<file path="src/rtl/uart_defs.sv">
// uart_defs: shared UART frame defaults and the one-hot receiver state encoding.
package uart_defs;
    localparam int SIZE_DEF    = 8;
    localparam int SB_TICK_DEF = 16;
    localparam int DIVISOR_DEF = 163;

    typedef enum logic [4:0] {
        IDLE  = 5'b00001,
        START = 5'b00010,
        DATA  = 5'b00100,
        STOP  = 5'b01000,
        ERROR = 5'b10000
    } state_t;
endpackage

</file>
<file path="src/rtl/baud_tick_gen.sv">
// baud_tick_gen: free-running divider giving a one-clk tick every DIVISOR clocks.
module baud_tick_gen #(
    parameter int DIVISOR = uart_defs::DIVISOR_DEF
) (
    input  logic clk,
    input  logic reset,
    output logic tick
);
    localparam int CW = (DIVISOR > 1) ? $clog2(DIVISOR) : 1;
    localparam logic [CW-1:0] LAST = CW'(DIVISOR - 1);

    logic [CW-1:0] cnt_q;

    assign tick = cnt_q == LAST;

    always_ff @(posedge clk or posedge reset)
        if (reset) cnt_q <= '0;
        else       cnt_q <= tick ? '0 : cnt_q + CW'(1);
endmodule

</file>
<file path="src/rtl/uart_rx.sv">
// uart_rx: 8N1 UART receiver, 16x oversampled; rx_done is a level held until the next start edge.
module uart_rx
    import uart_defs::*;
#(
    parameter int SIZE    = SIZE_DEF,
    parameter int SB_TICK = SB_TICK_DEF,
    parameter int DIVISOR = DIVISOR_DEF
) (
    input  logic            clk,
    input  logic            reset,
    input  logic            rx,
    output logic [SIZE-1:0] d_out,
    output logic            rx_done,
    output logic            frame_err
);
    localparam int NW = (SIZE > 1) ? $clog2(SIZE) : 1;
    localparam logic [3:0]    S_MID  = 4'd7;
    localparam logic [3:0]    S_LAST = 4'd15;
    localparam logic [3:0]    S_STOP = 4'(SB_TICK - 1);
    localparam logic [NW-1:0] N_LAST = NW'(SIZE - 1);

    logic            tick;
    logic            rx_meta_q, rx_s_q;
    state_t          state_q, state_d;
    logic [3:0]      s_q, s_d;
    logic [NW-1:0]   n_q, n_d;
    logic [SIZE-1:0] sh_q, sh_d, d_out_q, d_out_d;
    logic            rx_done_q, rx_done_d, frame_err_q, frame_err_d;

    baud_tick_gen #(.DIVISOR(DIVISOR)) u_tick (
        .clk  (clk),
        .reset(reset),
        .tick (tick)
    );

    assign d_out     = d_out_q;
    assign rx_done   = rx_done_q;
    assign frame_err = frame_err_q;

    always_ff @(posedge clk or posedge reset)
        if (reset) {rx_s_q, rx_meta_q} <= 2'b11;
        else       {rx_s_q, rx_meta_q} <= {rx_meta_q, rx};

    always_ff @(posedge clk or posedge reset)
        if (reset) begin
            state_q     <= IDLE;
            s_q         <= '0;
            n_q         <= '0;
            sh_q        <= '0;
            d_out_q     <= '0;
            rx_done_q   <= 1'b0;
            frame_err_q <= 1'b0;
        end else begin
            state_q     <= state_d;
            s_q         <= s_d;
            n_q         <= n_d;
            sh_q        <= sh_d;
            d_out_q     <= d_out_d;
            rx_done_q   <= rx_done_d;
            frame_err_q <= frame_err_d;
        end

    always_comb begin
        state_d     = state_q;
        s_d         = s_q;
        n_d         = n_q;
        sh_d        = sh_q;
        d_out_d     = d_out_q;
        rx_done_d   = rx_done_q;
        frame_err_d = 1'b0;
        case (state_q)
            IDLE:
                if (!rx_s_q) begin
                    state_d   = START;
                    s_d       = '0;
                    rx_done_d = 1'b0;
                end
            START:
                if (tick) begin
                    if (s_q == S_MID) begin
                        // a start bit that is high again at mid-bit was only a glitch
                        state_d = rx_s_q ? IDLE : DATA;
                        s_d     = '0;
                        n_d     = '0;
                    end else s_d = s_q + 4'd1;
                end
            DATA:
                if (tick) begin
                    if (s_q == S_LAST) begin
                        sh_d = {rx_s_q, sh_q[SIZE-1:1]};
                        s_d  = '0;
                        if (n_q == N_LAST) state_d = STOP;
                        else               n_d = n_q + NW'(1);
                    end else s_d = s_q + 4'd1;
                end
            STOP:
                if (tick) begin
                    if (s_q == S_STOP) begin
                        state_d     = rx_s_q ? IDLE : ERROR;
                        d_out_d     = rx_s_q ? sh_q : d_out_q;
                        rx_done_d   = rx_s_q | rx_done_q;
                        frame_err_d = !rx_s_q;
                    end else s_d = s_q + 4'd1;
                end
            ERROR:
                if (rx_s_q) state_d = IDLE;
            default:
                state_d = IDLE;
        endcase
    end
endmodule

</file>
<file path="config.mk">
export PLATFORM = sky130hd
export DESIGN_NAME = uart_rx
export DESIGN_NICKNAME = d
export VERILOG_FILES = /design/src/rtl/uart_defs.sv /design/src/rtl/baud_tick_gen.sv /design/src/rtl/uart_rx.sv
export SDC_FILE = /design/constraint.sdc
export NUM_CORES = 1
export LEC_CHECK = 0
export ABC_CLOCK_PERIOD_IN_PS = 4610
export CORE_ASPECT_RATIO = 1.25
export CORE_MARGIN = 5
export CORE_UTILIZATION = 55
export DETAILED_ROUTE_END_ITERATION = 12
export GPL_ROUTABILITY_DRIVEN = 1
export PLACE_DENSITY = 0.78
export SLEW_MARGIN = 20
export SYNTH_ARGS = -nofsm -noshare
export SYNTH_HDL_FRONTEND = slang
export SYNTH_HIERARCHICAL = 1
export SYNTH_SLANG_ARGS = --single-unit
</file>
<file path="constraint.sdc">
create_clock -name clk -period 4.61 [get_ports clk]
set_clock_uncertainty 0.2 [all_clocks]
set_input_delay 0.461 -clock clk [delete_from_list [all_inputs] [get_ports clk]]
set_output_delay 0.461 -clock clk [all_outputs]
set_load 0.005 [all_outputs]
</file>
==> results.tsv <==
stage	metric	value	unit
critical_path	cp_slowest_stage_delay	0.44	ns
placement	io_buffers	12	
drt	drt_iter0_markers	72	
yosys	yosysWarnings	6	
sta	fmax	0.355	GHz
cells_and_area	instances_no_fill	229	
cts	hold_buffers	0	
critical_path	crit_chain	or3_4, nor3_4, and4_1, o22ai_1, a211oi_1, mux2_1	
drt	vias	1381	
sta	tns	0	ns
cts	root_buffer	clkbuf_8	
cts	cts_sinks	40	
drt	wl_met1	1.60	mm
floorplan	dieArea	0.00505	mm^2
yosys	synth_seq_cells	40	
pwr	ir_worst_vdd	0.000278	V
hold_path	holdPathEnd	rx_s_q	
yosys	synth_fp_nets	184	
grt	grt_max_degree	33	
sta	worstMarginPinSlew	0.558	ns
drt	met3_length	131	um
critical_path	crit_required	4.59	ns
drt	drt_pre_antenna_iters	4	
pwr	clock_power_share	27.3	%
yosys	yosysSeqAreaShare	49.1	%
critical_path	critical_path_buf_inv_count	0	
floorplan	initial_utilization	57.7	%
cells_and_area	fin_area	0.00228	mm^2
sta	min_period_over_period	61.0	%
cells_and_area	multiInputGateArea	968	um^2
critical_path	reg2reg_to	state_q[2]	
drt	wl	3.81	mm
cts	clk_latency	0.29	ns
hold_path	holdCritStartpoint	rx_meta_q	
yosys	synth_ff_type	dfrtp_1	
pwr	leakagePower	1.08	nW
critical_path	endpoint_kind	flop	
cts	cts_repair_resize_count	0	
drt	ant_nets	0	
cts	cts_tree	done	
yosys	ys_async_sr_fraction	100	%
cts	cts_max_level	2	
yosys	synth_common_cells	dfrtp_1, inv_1, nor2_1	
cells_and_area	area_delta_synth_final	11.4	%
grt	grt_pass1_vias	1422	
drt	highest_layer	met4	
yosys	synth_edf_count	0	
yosys	syn_area	0.00205	mm^2
drt	wl_per_cell	16.6	um
cells_and_area	antenna_cells	0	
hold_path	hold_path_class	flop to flop	
grt	grtUsageTotal	16.8	%
pwr	p_int	563	uW
floorplan	rows	24	
pwr	p_sw	259	uW
cells_and_area	fill_cells	284	
critical_path	rr_worst_depth	6	
critical_path	cpMaxStageDelayCell	dfrtp_1	
yosys	synthCells	176	
pwr	power_density	361	mW/mm^2
cells_and_area	fin_nets	197	
floorplan	coreArea	0.00354	mm^2
sta	slew_viol_final	0	
drt	dr_wl_met2	2.00	mm
cts	cts_max_path_buffers	2	
critical_path	critical_path_class	flop to flop	
sta	period_needed	2.81	ns
critical_path	r2r_start	u_tick/cnt_q[2]	
sta	hold_ws	0.163	ns
yosys	ys_top_cells_by_area	dfrtp_1, mux2_1, mux2_2	
floorplan	dieHeight	78.2	um
sta	finalSetupViolCount	0	
critical_path	cp.arrival	2.79	ns
yosys	synth_top_area_share	45.3	%
sta	slew_headroom	62.8	%
drt	drc	0	
critical_path	r2r_slack	1.80	ns
critical_path	critPathLaunchType	flop	
sta	setup_slack	1.80	ns
run_status	outcome	complete, no violations	
cells_and_area	drive_gt1_share	18.9	%
sta	rsz0062_at_grt	false	
placement	pre_cts_ws	1.83	ns
yosys	synth.most_common_cell	dfrtp_1	
cells_and_area	finalCoreUtilization	64.3	%
placement	gp_congestion	0.930	
yosys	ys_types	56	
hold_path	holdPathStages	0	
drt	viasPerCell	6.03	
critical_path	path_max_fanout	10	
run	cap_violations	0	
pwr	switching_share	31.5	%
cts	cts.clk_slew.worst_paths	0.08	ns
grt	grt_pass1_wl	6.77	mm
placement	dp.cells	221	
pwr	pwr-share-seq	50.7	%
pwr	combPwrFrac	22.0	%
cells_and_area	layout.area.seq	0.00100	mm^2
grt	antenna_found_initial	0	
yosys	synth_top_area_cell	dfrtp_1	
floorplan	fp.dieW	64.6	um
critical_path	path_delay_family	simple AND/OR/NAND/NOR gates	
cts	post_cts_buffers	0	
placement	dpl_cell_area	0.00219	mm^2
sta	hold_viol_final	0	
pwr	power	823	uW
placement	dpl.hpwl	2.78	mm
grt	grt-ovfl-total	0	
floorplan	pin_count	13	
cts	cts_buffers	5	
yosys	synth_area_per_cell	11.6	um^2
[sequential cells by signal (all words and copies together) (netlist names)]
| register | flops |
|---|---|
| d_out | 8 |
| frame_err | 1 |
| n_q | 3 |
| rx_done | 1 |
| rx_meta_q | 1 |
| rx_s_q | 1 |
| s_q | 4 |
| sh_q | 8 |
| state_q | 5 |
| u_tick/cnt_q | 8 |
[layout by cell type (no fill, tap or decap), types with 3 or more instances in the layout]
master and instances:
nand2_1 9, nor2_1 10, inv_1 11, xnor2_1 7
mux2_2 9, nand3_1 3, dfstp_2 3, nand2b_1 5
mux2i_1 3, a211o_1 3, clkbuf_8 5, dfrtp_1 37
clkdlybuf4s50_1 12, a21oi_1 6, mux2_1 9, ha_1 5
[area by class of cell]
| type | instances | share of cell area (%) |
|---|---|---|
| inverter | 11 | 1.81 |
| tap | 39 | 2.14 |
| sequential | 40 | 44.1 |
| multi-input combinational | 118 | 42.5 |
| timing repair buffer | 13 | 5.60 |
| clock buffer | 5 | 3.02 |
| clock inverter | 3 | 0.824 |
[cell families after synthesis]
| logic type | Yosys count | share of synthesized area (%) |
|---|---|---|
| fa+ha+maj | 5 | 3.06 |
| xor+xnor | 8 | 3.43 |
| simple gates | 55 | 18.0 |
| buf+inv | 18 | 3.55 |
| mux | 21 | 11.4 |
| compound gates | 29 | 11.4 |
| flops | 40 | 49.1 |
[layer usage]
metal	vias up	global-route usage, %
li1	657	-
met1	678	21.0
met2	36	29.2
met3	10	3.14
met4	0	5.07
met5	-	0
[power groups by stage]
stage | clock (mW) | sequential (mW) | combinational (mW)
finish | 0.224 | 0.417 | 0.181
global route | 0.248 | 0.423 | 0.199
CTS | 0.231 | 0.416 | 0.183
detailed placement | 0 | 0.423 | 0.182
global placement | 0 | 0.422 | 0.177
floorplan | 0 | 0.386 | 0.186
[how the worst max path moves through the flow]
stage,start,to,slack (ns),cells past startpoint
after floorplan,u_tick/cnt_q[2],state_q[2],2.06,7
after global placement,u_tick/cnt_q[2],state_q[2],1.91,6
after detailed placement,u_tick/cnt_q[2],state_q[2],1.83,6
after CTS,u_tick/cnt_q[2],state_q[2],1.81,6
after global routing,u_tick/cnt_q[2],state_q[2],1.71,6
final,u_tick/cnt_q[2],state_q[2],1.80,6
(Power assumes the default switching activity.)
